`src/rtl/instr_decoder_pkg.sv`:
```
// rtl/instr_decoder_pkg.sv - Frost32 decoded-field bundle and instruction-group layouts
package PkgInstrDecoder;

  localparam int MSB_POS__INSTRUCTION = 31;

  typedef struct packed {
    logic [3:0]  group;
    logic [3:0]  ra_index;
    logic [3:0]  rb_index;
    logic [3:0]  rc_index;
    logic [3:0]  opcode;
    logic [15:0] imm_val;
  } PortOut_InstrDecoder;

  typedef struct packed {
    logic [3:0]  group;
    logic [3:0]  ra_index;
    logic [3:0]  rb_index;
    logic [3:0]  rc_index;
    logic [3:0]  opcode;
    logic [11:0] imm_val;
  } Iog0Instr;

  typedef struct packed {
    logic [3:0]  group;
    logic [3:0]  ra_index;
    logic [3:0]  rb_index;
    logic [3:0]  opcode;
    logic [15:0] imm_val;
  } Iog1Instr;

  typedef struct packed {
    logic [3:0]  group;
    logic [3:0]  ra_index;
    logic [3:0]  rb_index;
    logic [3:0]  rc_index;
    logic [3:0]  opcode;
    logic [11:0] reserved;
  } Iog2Instr;

  typedef Iog2Instr Iog3Instr;

endpackage

```
`src/rtl/instr_encoder_pkg.sv`:
```
// rtl/instr_encoder_pkg.sv - packing function and constants for the instruction encoder
package PkgInstrEncoder;
  import PkgInstrDecoder::*;

  localparam int ENC_BUF_DEPTH   = 2;
  localparam int ERR_COUNT_WIDTH = 8;
  localparam int PAYLOAD_WIDTH   = MSB_POS__INSTRUCTION + 2;

  typedef struct packed {
    logic [MSB_POS__INSTRUCTION:0] word;
    logic                          lossy;
    logic                          bad_group;
  } pack_result_t;

  function automatic pack_result_t pack_instr(input PortOut_InstrDecoder f);
    pack_result_t r;
    Iog0Instr     i0;
    Iog1Instr     i1;
    Iog2Instr     i2;
    r  = '0;
    i0 = '{group: f.group, ra_index: f.ra_index, rb_index: f.rb_index,
           rc_index: f.rc_index, opcode: f.opcode, imm_val: f.imm_val[11:0]};
    i1 = '{group: f.group, ra_index: f.ra_index, rb_index: f.rb_index,
           opcode: f.opcode, imm_val: f.imm_val};
    i2 = '{group: f.group, ra_index: f.ra_index, rb_index: f.rb_index,
           rc_index: f.rc_index, opcode: f.opcode, reserved: 12'h000};
    case (f.group)
      4'd0: begin
        r.word  = i0;
        r.lossy = |f.imm_val[15:12];
      end
      4'd1: begin
        r.word  = i1;
        r.lossy = |f.rc_index;
      end
      // groups 2 and 3 share one layout and carry no immediate
      4'd2, 4'd3: begin
        r.word  = i2;
        r.lossy = |f.imm_val;
      end
      default: r.bad_group = 1'b1;
    endcase
    return r;
  endfunction

endpackage

```
`src/rtl/instr_encoder_buf.sv`:
```
// rtl/instr_encoder_buf.sv - small registered FIFO holding packed words and their lossy flag
module instr_encoder_buf
  import PkgInstrEncoder::*;
(
  input  logic                     clk,
  input  logic                     rst_n,
  input  logic                     wr_valid,
  input  logic [PAYLOAD_WIDTH-1:0] wr_data,
  input  logic                     rd_ready,
  output logic [PAYLOAD_WIDTH-1:0] rd_data,
  output logic                     full,
  output logic                     empty
);

  localparam int PTR_W = $clog2(ENC_BUF_DEPTH);
  localparam int CNT_W = $clog2(ENC_BUF_DEPTH + 1);

  logic [PAYLOAD_WIDTH-1:0] mem [ENC_BUF_DEPTH];
  logic [PTR_W-1:0]         wr_ptr;
  logic [PTR_W-1:0]         rd_ptr;
  logic [CNT_W-1:0]         count;
  logic                     push;
  logic                     pop;

  assign full    = (count == CNT_W'(ENC_BUF_DEPTH));
  assign empty   = (count == '0);
  assign push    = wr_valid && !full;
  assign pop     = rd_ready && !empty;
  // read straight from storage; a word pushed into an empty buffer shows up one cycle later
  assign rd_data = mem[rd_ptr];

  always_ff @(posedge clk or negedge rst_n) begin
    if (!rst_n) begin
      for (int i = 0; i < ENC_BUF_DEPTH; i++) mem[i] <= '0;
      wr_ptr <= '0;
      rd_ptr <= '0;
      count  <= '0;
    end else begin
      if (push) begin
        mem[wr_ptr] <= wr_data;
        wr_ptr      <= wr_ptr + PTR_W'(1);
      end
      if (pop) rd_ptr <= rd_ptr + PTR_W'(1);
      if (push && !pop)      count <= count + CNT_W'(1);
      else if (!push && pop) count <= count - CNT_W'(1);
    end
  end

endmodule

```
`src/rtl/instr_encoder.sv`:
```
// rtl/instr_encoder.sv - packs decoded-field bundles into Frost32 words, filtering bad groups
module instr_encoder
  import PkgInstrDecoder::*;
  import PkgInstrEncoder::*;
(
  input  logic                             clk,
  input  logic                             rst_n,
  input  logic                             in_valid,
  output logic                             in_ready,
  input  PortOut_InstrDecoder              in_fields,
  output logic                             out_valid,
  input  logic                             out_ready,
  output logic [MSB_POS__INSTRUCTION:0]    out_word,
  output logic                             out_lossy,
  output logic                             err_bad_group,
  output logic [ERR_COUNT_WIDTH-1:0]       err_count,
  input  logic                             clr_err
);

  pack_result_t             enc;
  logic                     accept;
  logic                     buf_full;
  logic                     buf_empty;
  logic [PAYLOAD_WIDTH-1:0] rd_data;

  always_comb enc = pack_instr(in_fields);

  assign accept    = in_valid && in_ready;
  assign in_ready  = !buf_full;
  assign out_valid = !buf_empty;
  assign out_word  = rd_data[PAYLOAD_WIDTH-1:1];
  assign out_lossy = rd_data[0];

  instr_encoder_buf u_buf (
    .clk      (clk),
    .rst_n    (rst_n),
    .wr_valid (accept && !enc.bad_group),
    .wr_data  ({enc.word, enc.lossy}),
    .rd_ready (out_ready),
    .rd_data  (rd_data),
    .full     (buf_full),
    .empty    (buf_empty)
  );

  always_ff @(posedge clk or negedge rst_n) begin
    if (!rst_n) begin
      err_bad_group <= 1'b0;
      err_count     <= '0;
    end else begin
      err_bad_group <= accept && enc.bad_group;
      // clear takes priority over a same-cycle increment
      if (clr_err)
        err_count <= '0;
      else if (accept && enc.bad_group && (err_count != '1))
        err_count <= err_count + ERR_COUNT_WIDTH'(1);
    end
  end

endmodule
```
`config.mk`:
```
export PLATFORM = sky130hd
export DESIGN_NAME = instr_encoder
export DESIGN_NICKNAME = d
export VERILOG_FILES = /design/src/rtl/instr_decoder_pkg.sv /design/src/rtl/instr_encoder_pkg.sv /design/src/rtl/instr_encoder_buf.sv /design/src/rtl/instr_encoder.sv
export SDC_FILE = /design/constraint.sdc
export NUM_CORES = 1
export LEC_CHECK = 0
export ABC_CLOCK_PERIOD_IN_PS = 3700
export CAP_MARGIN = 5
export CORE_MARGIN = 2
export CORE_UTILIZATION = 50
export DETAILED_ROUTE_END_ITERATION = 7
export HOLD_SLACK_MARGIN = 0.08
export PLACE_DENSITY = 0.85
export SYNTH_ARGS = -nofsm -noshare
export SYNTH_HDL_FRONTEND = slang
export SYNTH_HIERARCHICAL = 1
export SYNTH_SLANG_ARGS = --single-unit
```
`constraint.sdc`:
```
create_clock -name clk -period 3.7 [get_ports clk]
set_input_delay 0.37 -clock clk [delete_from_list [all_inputs] [get_ports clk]]
set_output_delay 0.37 -clock clk [all_outputs]
set_load 0.005 [all_outputs]
```
==> metrics list, run 1 <==
- The run finished with clean final reports.
- Area taken by flip-flops and latches: 0.00198 mm2
- The floorplan has 32 rows.
- STA classifies the critical path startpoint as a flip-flop.
- Cell at the root of the clock tree: sky130_fd_sc_hd__clkbuf_8
- Pin count of the biggest net entering global routing: 80
- WP data arrival: 2.28 ns
- Final worst clock skew: 0.00545 ns
- The repair_antennas step left the layout with diodes totalling 0.
- Number of vias in the routed layout: 2637
- The min-delay analysis places its worst path in the category primary input to asynchronous set/reset pin.
- After detailed routing, the total wire length is 7.98 mm.
* Register clock-pin slew on the reported worst setup and hold paths: 0.08 ns
- Cells on worst reg2reg path: 7
* Vias in the first global route: 2783
- Commonest non-fill, non-tap cell in the layout: sky130_fd_sc_hd__mux2_2
- Global-route wire length before repair: 13.4 mm
* Overall die area: 0.00854 mm2
- The count of buffers added on input and output ports is 84.
- The number of clock buffers added by TritonCTS is 9.
- Power comes to 3.19 mW.
* Maximum fanout along the worst path: 20
* Type of destination of the critical path: output pin
- Summed over all failing endpoints, the final setup total negative slack is 0 ns.
- Dividing total power by cell area gives a power density of 634 mW/mm2.
* Instance area at placement: 0.00482 mm2
- At the worst endpoint, the required time is 3.33 ns.
- Final worst-path cycle share: 0.717
- Area Growth Syn to Fin: 28.6%
- Sequential area share after synthesis: 0.506
- Yosys attributes the largest share of cell area to sky130_fd_sc_hd__dfrtp_1 (51%), sky130_fd_sc_hd__mux2_2 (28%), sky130_fd_sc_hd__and2_1 (3.7%).
* Core Box Area: 0.00765 mm2
- Total GRT Usage: 0.200
- Top Ports: 85
* Number of hold-repair buffers added at the cts stage: 0
* Crit path time final: 2.65 ns
- The setup path with the least slack is of type flip-flop to output pin.
* Final Hold Violating Endpoints: 0
- The clock passes through at most 2 buffers.
- Maximum vdd ir drop: 0.000295 V
* Relative slew slack: 0.353
- Transition time at the pin with the least slew margin: 0.970 ns
- The finished cells cover 0.00503 mm2.
- Most frequent cells in the layout: sky130_fd_sc_hd__mux2_2 (97), sky130_fd_sc_hd__clkdlybuf4s50_1 (83), sky130_fd_sc_hd__dfrtp_1 (79)
* Number of levels in the clock H-tree: 3
* Unrepaired setup endpoints after global routing: false
- The filler cells instantiated in the layout total 594.
- Primary flip-flop cell chosen by synthesis mapping: sky130_fd_sc_hd__dfrtp_1
- Number of setup buffers added after CTS: 0
* Mapped Cells: 310
* Max-cap viol count: 0
* Drt first-iter violations: 123
- Count of final max-slew check failures: 0
- Yosys warnings: 6
- Once detailed placement completed, the half-perimeter wirelength came to 5.44 mm.
- Total standard cell area after synthesis: 0.00391 mm2
* Number of detailed-route iterations in the first pass: 4
- Post-CTS repair changed the size of 0 cells.
- Ys async rst share: 1.00
- Unique masters post-synth: 42
* TritonCTS clock tree: built
- For this run the aggregate overflow at the end of global routing stands at 0.
- For this run, the top clock speed supported by timing is 377 MHz.
- Final estimated routing congestion in global placement: 0.823
* Die Wd: 92.4 um
* Count of flip-flops with a built-in enable after synthesis: 0
* Initial core utilization: 0.511
- Setup violations remaining at the end of the flow were counted as 0.
* Fraction of layout instances using a drive strength above 1: 0.318
* Worst-Skew Late Latency: 0.34 ns
- Post-DR vias/cell: 5.26
- Top cell type by total area after synthesis: sky130_fd_sc_hd__dfrtp_1
* Clock sink count: 79
- Of the post-synthesis cell area, the dominant cell type holds 0.506.
- In this run the remaining antenna-violating nets after routing total 0.
- Summing all multi-input logic gate instances after layout gives 0.00183 mm2.
- Avg Inst Size Synth: 12.6 um2
- In the routed design, unresolved DRC markers number 0.
- The number of antenna violations at the first check in global routing came to 0.
- Summed over all cells, the static leakage comes to 2.28 nW.
- After detailed routing, the average wire length per cell comes to 15.9 um.
- Die Ht: 92.4 um
- After synthesis the netlist holds a flip-flop and latch count of 79.
* Number of nets in the final layout: 437
kinds of logic after synthesis:
| group | Yosys count | share of synthesized area |
|---|---|---|
| mux | 102 | 0.293 |
| simple gates | 81 | 0.121 |
| xor+xnor | 6 | 0.0134 |
| fa+ha+maj | 2 | 0.00640 |
| buf+inv | 20 | 0.0298 |
| compound gates | 19 | 0.0298 |
| flops | 79 | 0.506 |
| other cells | 1 | 0.000959 |
path summary, 6_finish.rpt:
| path | start | slack (ns) | end |
|---|---|---|---|
| min in group clk | u_buf/mem[39]$_DFFE_PN0P_ | 0.49 | u_buf/mem[39]$_DFFE_PN0P_ |
| max in group asynchronous | rst_n | 2.89 | u_buf/mem[24]$_DFFE_PN0P_ |
| max reg2reg | u_buf/count[0]$_DFFE_PN0P_ | 1.53 | u_buf/mem[38]$_DFFE_PN0P_ |
| max | u_buf/rd_ptr$_DFFE_PN0P_ | 1.05 | out_word[29] |
| min reg2reg | u_buf/mem[39]$_DFFE_PN0P_ | 0.49 | u_buf/mem[39]$_DFFE_PN0P_ |
| min | rst_n | 0.17 | u_buf/count[0]$_DFFE_PN0P_ |
metrics by stage:
step	cells	worst slack, ns	util	hold WS, ns
after floorplan	313	1.74	-	0.0744
after global placement	485	1.17	0.630	0.463
after CTS	501	0.996	0.658	0.205
after detailed placement	485	1.13	0.630	0.484
final	501	1.05	0.658	0.166
after global routing	501	0.922	0.658	0.274
cells in the mapped netlist (2+ instances only):
cell type	count
sky130_fd_sc_hd__xnor2_1	2
sky130_fd_sc_hd__ha_1	2
sky130_fd_sc_hd__xor2_1	4
sky130_fd_sc_hd__buf_6	3
sky130_fd_sc_hd__nand2_1	18
sky130_fd_sc_hd__nand3_1	3
sky130_fd_sc_hd__a21oi_1	11
sky130_fd_sc_hd__dfrtp_1	79
sky130_fd_sc_hd__buf_2	5
sky130_fd_sc_hd__mux2_2	97
sky130_fd_sc_hd__nor4_1	8
sky130_fd_sc_hd__o21ai_0	3
sky130_fd_sc_hd__mux2_1	2
sky130_fd_sc_hd__nor2_1	8
sky130_fd_sc_hd__inv_1	2
sky130_fd_sc_hd__mux2i_1	3
sky130_fd_sc_hd__buf_1	2
sky130_fd_sc_hd__and3_1	2
sky130_fd_sc_hd__nor2b_1	3
sky130_fd_sc_hd__buf_4	3
sky130_fd_sc_hd__clkbuf_1	3
sky130_fd_sc_hd__and2_1	23
sky130_fd_sc_hd__nor2_2	3
sky130_fd_sc_hd__nand2b_1	2
sky130_fd_sc_hd__nor3_1	2
worst max-delay path, cell delays in order, from the launching register on:
cell and delay, ns:
sky130_fd_sc_hd__dfrtp_1 0.85, sky130_fd_sc_hd__buf_12 0.26, sky130_fd_sc_hd__mux2_2 0.37, sky130_fd_sc_hd__clkdlybuf4s50_1 0.45
layout make-up:
class                      instances  area share
multi-input combinational        214       0.363
timing repair buffer              87       0.174
tap                              102      0.0254
inverter                           3     0.00224
clock buffer                      10      0.0254
sequential                        79       0.393
clock inverter                     6      0.0169
power by group:
group / switching, mW / leakage, nW / internal, mW
combinational: 0.386 / 1.12 / 0.781
sequential: 0.184 / 1.06 / 1.15
clock: 0.310 / 0.102 / 0.378
total: 0.880 / 2.28 / 2.31
sequential cells by signal, summed over array words and instances (netlist names):
name,flops
err_bad_group,1
u_buf/mem,66
u_buf/count,2
err_count,8
u_buf/rd_ptr,1
u_buf/wr_ptr,1
metal layers:
layer  global-route usage  part of all wire  up-vias
li1                     -                 -     1253
met1                0.276              0.47     1318
met2                0.312              0.48       59
met3               0.0448             0.036        7
met4               0.0734             0.011        0
met5                    0                 0        -
Power figures use the tool's default switching activity.
==> run 2: changes to the inputs <==
--- a/config.mk
+++ b/config.mk
@@ -5,7 +5,7 @@
 export SDC_FILE = /design/constraint.sdc
 export NUM_CORES = 1
 export LEC_CHECK = 0
-export ABC_CLOCK_PERIOD_IN_PS = 3700
+export ABC_CLOCK_PERIOD_IN_PS = 2600
 export CAP_MARGIN = 5
 export CORE_MARGIN = 2
 export CORE_UTILIZATION = 50
==> constraint.sdc (replaced) <==
create_clock -name clk -period 2.6 [get_ports clk]
set_input_delay 0.26 -clock clk [delete_from_list [all_inputs] [get_ports clk]]
set_output_delay 0.26 -clock clk [all_outputs]
set_load 0.005 [all_outputs]
==> metrics list, run 2 (synthesis gave the netlist of run 1 again) <==
- The run finished with clean final reports.
- Leaving out fill and tap cells, the most frequent cell in the layout is sky130_fd_sc_hd__mux2_2.
* Area Growth Syn to Fin: 29.5%
* Relative slew slack: 0.354 (+0.00123)
- Required time at the worst-slack endpoint: 2.34 ns (-0.99 ns)
* Type of destination of the critical path: output pin
* Overflow after GRT: 0 (unchanged)
* Count of final max-slew check failures: 0 (unchanged)
- Final core utilization: 0.662 (+0.00442)
- The initial core utilization came to 0.511 (unchanged).
* Post-DP HPWL: 5.60 mm (+2.9%)
- Sequential cell fraction of total power: 0.408 (-0.010)
- The largest registers in the layout are u_buf/mem x66, err_count x8, u_buf/count x2.
- The post-placement setup slack came to 0.385 ns (-0.740 ns).
- The clock network fraction of total power came to 0.214 (-0.002).
* Vias in the first global route: 2744 (-1.4%)
* Maximum fanout along the worst path: 21 (+5.0%)
- The number of hold-repair buffers added at the cts stage came to 0 (unchanged).
- Overall die area: 0.00854 mm2 (unchanged)
- Cell Int Power: 3.30 mW (+43%)
- The insertion delay to the later sink of the worst-skew pair is 0.33 ns (about the same).
* Register clock-pin slew on the reported worst setup and hold paths: 0.08 ns (about the same)
* Antenna Violating Nets Remaining: 0 (unchanged)
- The worst setup path is launched from a flip-flop.
- Unrepaired setup endpoints after global routing: false
* Pin count of the biggest net entering global routing: 80 (unchanged)
- The number of clock sinks seen by CTS came to 79 (unchanged).
* Global-route wire length before repair: 13.3 mm (-0.26%)
- The largest buffer count on any clock path is 2 (unchanged).
* Final TNS setup: 0 ns (unchanged)
* Maximum vdd ir drop: 0.000499 V (+69%)
- The slowest stage of the critical path is the sky130_fd_sc_hd__clkdlybuf4s50_1 cell.
* Number of levels in the clock H-tree: 3 (unchanged)
- The total routed wirelength was 8.13 mm (+1.9%).
* Number of buffers added on ports: 84 (unchanged)
- The die width came to 92.4 um (unchanged).
- Number of cells upsized or downsized after cts: 0 (unchanged)
- The layout filler cell count is 598 (+0.67%).
* Final Hold Violating Endpoints: 0 (unchanged)
* Delay of the slowest critical-path stage: 0.45 ns (-0.40 ns)
* Sw frac: 0.272 (-0.00466)
- Number of vias in the routed layout: 2697 (+2.3%)
- Final estimated routing congestion in global placement: 0.828 (+0.56%)
* Transition time at the pin with the least slew margin: 0.969 ns (-0.00185 ns)
* Antenna violations before repair: 0 (unchanged)
* Die Ht: 92.4 um (unchanged)
* Bufs and invs on worst path: 2 (unchanged)
* Number of detailed-route iterations in the first pass: 4 (unchanged)
* Proportion of power drawn by combinational gates: 0.378 (+0.012)
- Core Box Area: 0.00765 mm2 (unchanged)
- TritonCTS clock tree: built
- The share of cells above drive strength 1 is 0.322 (+0.00340).
- Final setup slack of the worst path: 0.473 ns (-0.574 ns)
* Cell total after placement: 488 (+0.62%)
- Number of setup buffers added after CTS: 0 (unchanged)
- Number of placement rows: 32 (unchanged)
* Total GRT Usage: 0.199 (-0.00169)
* Drt first-iter violations: 126 (+2.4%)
- Final worst clock skew: 0.00799 ns (+0.00253 ns)
* Dominant delay contributor by cell family on the critical path: buffers and inverters
- Crit path time final: 2.13 ns
- The critical path goes through buf_4, mux2_2, clkdlybuf4s50_1.
- Highest clock frequency the design can meet: 470 MHz
- Classification of the worst setup path: flip-flop to output pin
* Number of remaining DRC errors: 0 (unchanged)
- In the layout the commonest cells are sky130_fd_sc_hd__mux2_2 (97), sky130_fd_sc_hd__clkdlybuf4s50_1 (83), sky130_fd_sc_hd__dfrtp_1 (79).
* Routed WL per cell: 16.2 um (+1.5%)
- Number of nets in the final layout: 440 (+0.69%)
* Max FFs per register: 66 (unchanged)
- The data arrival time of the critical path came to 1.87 ns (-0.41 ns).
- Cts bufs inserted: 9 (unchanged)
- Power per cell area: 896 mW/mm2 (+41%)
* Hold Crit Class: primary input to asynchronous set/reset pin
- The count of inserted antenna diode cells came to 0 (unchanged).
- Post-route non-filler standard cell count: 503 (+0.40%)
- Cell at the root of the clock tree: sky130_fd_sc_hd__clkbuf_8
* Psw: 1.23 mW (+40%)
* Max-cap viol count: 0 (unchanged)
- Post-DR vias/cell: 5.36 (+1.9%)
- Dividing the final minimum period by the clock period gives 0.818.
* Top Ports: 85 (unchanged)
- Leakage power figure: 2.30 nW (+0.99%)
- Ranked by flip-flop count, first place goes to u_buf/mem.
* Endpoints failing setup: 0 (unchanged)
run 2: changes by cell type in the layout (fill, tap and decap cells not counted):
cell,before,now
sky130_fd_sc_hd__buf_12,1,2
sky130_fd_sc_hd__buf_4,3,5
sky130_fd_sc_hd__clkbuf_8,9,10
sky130_fd_sc_hd__clkinvlp_4,2,0
run 2: per-layer routing:
metal,up-vias,wire [um],part of all wire,global-route usage
li1,1261,-,-,-
met1,1374,3740,0.46,0.278
met2,58,4050,0.50,0.311
met3,4,297,0.037,0.0399
met4,0,43,0.0053,0.0647
met5,-,0,0,0
run 2: power groups by stage:
stage	clock network, mW	logic, mW	registers [mW]
global route	1.06	1.83	1.91
finish	0.972	1.71	1.85
detailed placement	0	1.72	1.87
global placement	0	1.68	1.84
floorplan	0	0.978	1.81
CTS	0.994	1.74	1.85
run 2: final timing paths:
kind	from	endpoint	slack (ns)	cells after the start
setup / recovery	u_buf/rd_ptr$_DFFE_PN0P_	out_word[29]	0.47	3
hold / removal	rst_n	err_count[1]$_DFFE_PN0P_	0.08	1
setup reg to reg	u_buf/count[0]$_DFFE_PN0P_	u_buf/mem[56]$_DFFE_PN0P_	0.52	7
hold reg to reg	u_buf/mem[39]$_DFFE_PN0P_	u_buf/mem[39]$_DFFE_PN0P_	0.49	1
max in group asynchronous	rst_n	u_buf/mem[21]$_DFFE_PN0P_	1.89	1
min in group clk	u_buf/mem[39]$_DFFE_PN0P_	u_buf/mem[39]$_DFFE_PN0P_	0.49	1
run 2: cell type report:
class	instances	area, um2	area share
multi-input cells	214	1830	0.361
well taps	102	128	0.0252
clock buffers	11	141	0.0279
flip-flops and latches	79	1980	0.390
inverters	3	11.3	0.00222
clock inverters	4	70.1	0.0138
repair buffers	90	908	0.179
run 2: stage by stage:
step	cell area, um2	power (mW)	hold WS, ns
global placement	4850	3.53	0.463
CTS	5060	4.58	0.118
floorplan	3920	2.78	-0.0356
global route	5060	4.80	0.168
detailed placement	4850	3.59	0.475
finish	5060	4.54	0.0839
==> run 3: changes to the inputs <==
--- a/config.mk
+++ b/config.mk
@@ -5,13 +5,13 @@
 export SDC_FILE = /design/constraint.sdc
 export NUM_CORES = 1
 export LEC_CHECK = 0
-export ABC_CLOCK_PERIOD_IN_PS = 2600
+export ABC_CLOCK_PERIOD_IN_PS = 1800
 export CAP_MARGIN = 5
 export CORE_MARGIN = 2
-export CORE_UTILIZATION = 50
+export CORE_UTILIZATION = 46
 export DETAILED_ROUTE_END_ITERATION = 7
 export HOLD_SLACK_MARGIN = 0.08
-export PLACE_DENSITY = 0.85
+export PLACE_DENSITY = 0.82
 export SYNTH_ARGS = -nofsm -noshare
 export SYNTH_HDL_FRONTEND = slang
 export SYNTH_HIERARCHICAL = 1
==> constraint.sdc (replaced) <==
create_clock -name clk -period 1.8 [get_ports clk]
set_input_delay 0.18 -clock clk [delete_from_list [all_inputs] [get_ports clk]]
set_output_delay 0.18 -clock clk [all_outputs]
set_load 0.005 [all_outputs]
==> metrics list, run 3 (synthesis gave the netlist of run 1 again) <==
- The final-layout worst hold slack came to 0.320 ns (+0.237 ns).
- The min-delay analysis places its worst path in the category primary input to asynchronous set/reset pin.
- In the final layout, the registers with the most flip-flops are u_buf/mem x66, err_count x8, u_buf/count x2.
* Beginning of the worst register-to-register path: u_buf/count[1]$_DFFE_PN0P_
- The area of the core came to 0.00822 mm2 (+7.4%).
- The final setup violation count came to 46 (+46).
* Initial core utilization: 0.476 (-0.0354)
- Max-cap viol count: 0 (unchanged)
* Power per cell area: 1350 mW/mm2 (+51%)
- After layout, the minimum clock period comes to 1.85 ns.
- Number of remaining DRC errors: 0 (unchanged)
- Final worst-path cycle share: 1.03
- The highest fanout seen on the critical path is 8 (-62%).
* Post-DR vias/cell: 5.40 (+0.74%)
- Antenna violations before repair: 0 (unchanged)
- Transition time at the pin with the least slew margin: 0.502 ns (-0.467 ns)
* Die Wd: 96.2 um (+4.1%)
* Number of nets in the final layout: 471 (+7.0%)
* Total Power: 7.86 mW (+73%)
- The worst setup path is captured at a flip-flop.
- Static timing analysis puts the maximum clock frequency at 541 MHz.
* Pin count of the biggest net entering global routing: 44 (-45%)
- Violated checks: negative setup slack
* Drt first-iter violations: 110 (-13%)
- Relative slew slack: 0.665 (+0.311)
* Startpoint class of the critical path: flip-flop
* TritonCTS clock tree: built
* Diodes inserted: 0 (unchanged)
* Clock Path Buffers: 2 (unchanged)
- The critical path ends at u_buf/mem[28]$_DFFE_PN0P_.
- The worst-case reg-to-reg path depth is 8 (+1).
- Cts bufs inserted: 9 (unchanged)
* Overall die area: 0.00925 mm2 (+8.3%)
- Final estimated routing congestion in global placement: 0.867 (+4.7%)
* Post-route non-filler standard cell count: 538 (+7.0%)
* Fraction of layout instances using a drive strength above 1: 0.434 (+0.112)
* Critical Path Source: u_buf/count[1]$_DFFE_PN0P_
- Global-route wire length before repair: 14.9 mm (+12%)
- Number of detailed-route iterations in the first pass: 4 (unchanged)
* Routed WL per cell: 19.8 um (+23%)
* Worst-Skew Late Latency: 0.36 ns (+0.03 ns)
* Area Growth Syn to Fin: 48.8%
- Overflow after GRT: 0 (unchanged)
- Final setup slack of the worst path: -0.0479 ns (-0.521 ns)
- The via count of the first global-routing pass is 3055 (+11%).
- The residual antenna-violating net count after detailed routing came to 0 (unchanged).
- The worst setup path is of the flip-flop to flip-flop kind.
* Most frequent cells in the layout: sky130_fd_sc_hd__dfrtp_1 (77), sky130_fd_sc_hd__mux2_4 (66), sky130_fd_sc_hd__clkdlybuf4s50_1 (50)
- Cell total after placement: 500 (+2.5%)
* Leakage power figure: 2.72 nW (+18%)
* Top Ports: 85 (unchanged)
- The count of final hold-check violations came to 0 (unchanged).
- Number of placement rows: 33 (+3.1%)
- The worst endpoint required time was 2.05 ns (-0.29 ns).
- The slack of the worst reg-to-reg path was -0.05 ns (-0.57 ns).
* Number of levels in the clock H-tree: 3 (unchanged)
- Leaving out fill and tap cells, the most frequent cell in the layout is sky130_fd_sc_hd__dfrtp_1.
- Result of the run: complete, but fails checks
- Setup slack at placement: -0.245 ns (-0.630 ns)
* R2R Path End: u_buf/mem[28]$_DFFE_PN0P_
- WP data arrival: 2.09 ns (+0.22 ns)
- The flip-flop count of the largest register, all copies and words added was 66 (unchanged).
- The y dimension of the die came to 96.2 um (+4.1%).
- The number of vias in the routed layout came to 2906 (+7.7%).
- Cell at the root of the clock tree: sky130_fd_sc_hd__clkbuf_8
- Final wirelength: 10.7 mm (+31%)
- The peak supply drop is 0.000848 V (+70%).
- The total track usage came to 0.216 (+0.0174).
- Setup repair after global routing could not meet its margin everywhere.
* Post-DP HPWL: 5.80 mm (+3.6%)
- The clock-pin slew on the worst setup and hold paths came to 0.08 ns (about the same).
- The number of clock sinks seen by CTS came to 79 (unchanged).
* Count of final max-slew check failures: 0 (unchanged)
- Counting flops per register, the top entry is u_buf/mem.
- Final worst clock skew: 0.00890 ns (+0.000912 ns)
- Number of buffers added on ports: 84 (unchanged)
[run 3: cell count changes in the layout (fill, tap and decap cells not counted), sizes merged]
cell	before	now
bufinv	2	4
clkdlybuf4s50	83	50
clkinvlp	0	1
clkbuf	11	14
clkdlybuf4s15	0	14
dlygate4sd3	0	1
buf	7	49
dlygate4sd2	0	2
[run 3: critical path, stage by stage, from the launching register on]
cell and delay [ns]:
sky130_fd_sc_hd__dfrtp_2 0.42, sky130_fd_sc_hd__nand2b_4 0.09, sky130_fd_sc_hd__inv_4 0.05, sky130_fd_sc_hd__nand2b_4 0.14, sky130_fd_sc_hd__nor2_4 0.12, sky130_fd_sc_hd__buf_4 0.12
sky130_fd_sc_hd__and3_4 0.27, sky130_fd_sc_hd__clkbuf_16 0.21, sky130_fd_sc_hd__mux2_4 0.31
[run 3: layer usage]
| layer | global-route usage | part of all wire | vias to the layer above |
|---|---|---|---|
| met1 | 0.267 | 0.41 | 1454 |
| li1 | - | - | 1327 |
| met4 | 0.0857 | 0.018 | 0 |
| met5 | 0 | 0 | - |
| met2 | 0.370 | 0.51 | 105 |
| met3 | 0.0439 | 0.057 | 20 |
[run 3: layout make-up]
type	count	area, um2
timing repair buffer	121	1310
inverter	3	13.8
sequential	79	1980
fill	515	2400
clock inverter	7	145
clock buffer	9	124
multi-input combinational	214	2110
tap	105	131
[run 3: worst min-delay path by stage]
stage | startpoint | endpoint | slack [ns] | cells past startpoint
2_1_floorplan | rst_n | err_bad_group$_DFF_PN0_ | -0.12 | 0
3_3_place_gp | rst_n | u_buf/count[0]$_DFFE_PN0P_ | 0.17 | 1
3_5_place_dp | rst_n | u_buf/count[0]$_DFFE_PN0P_ | 0.18 | 1
4_1_cts | rst_n | u_buf/count[0]$_DFFE_PN0P_ | 0.34 | 2
5_1_grt | rst_n | u_buf/count[1]$_DFFE_PN0P_ | 0.38 | 2
6_report | rst_n | err_count[0]$_DFFE_PN0P_ | 0.32 | 2
[run 3: stage by stage]
stage / setup TNS [ns] / util / cell area, um2
after floorplan: 0 / - / 3940
after global placement: -12.96 / 0.603 / 4950
after detailed placement: -14.94 / 0.603 / 4950
after CTS: -0.234 / 0.663 / 5440
after global routing: -4.34 / 0.708 / 5820
final: -0.849 / 0.708 / 5820
[run 3: timing repair]
| item | 4_1_cts | 5_1_grt |
|---|---|---|
| setup endpoints to repair | 41 | 97 |
| pin swaps | 0 | 4 |
| hold buffers | 1 | 0 |
| endpoints found under the hold margin | 36 | 0 |
| cloned | 6 | 4 |
| setup buffers | 9 | 4 |
| gates resized for setup | 106 | 87 |
[run 3: where the power goes]
group          switching [mW]  total (mW)  internal [mW]
clock                   0.685        1.75           1.07
sequential              0.385        2.75           2.37
combinational            1.15        3.36           2.21
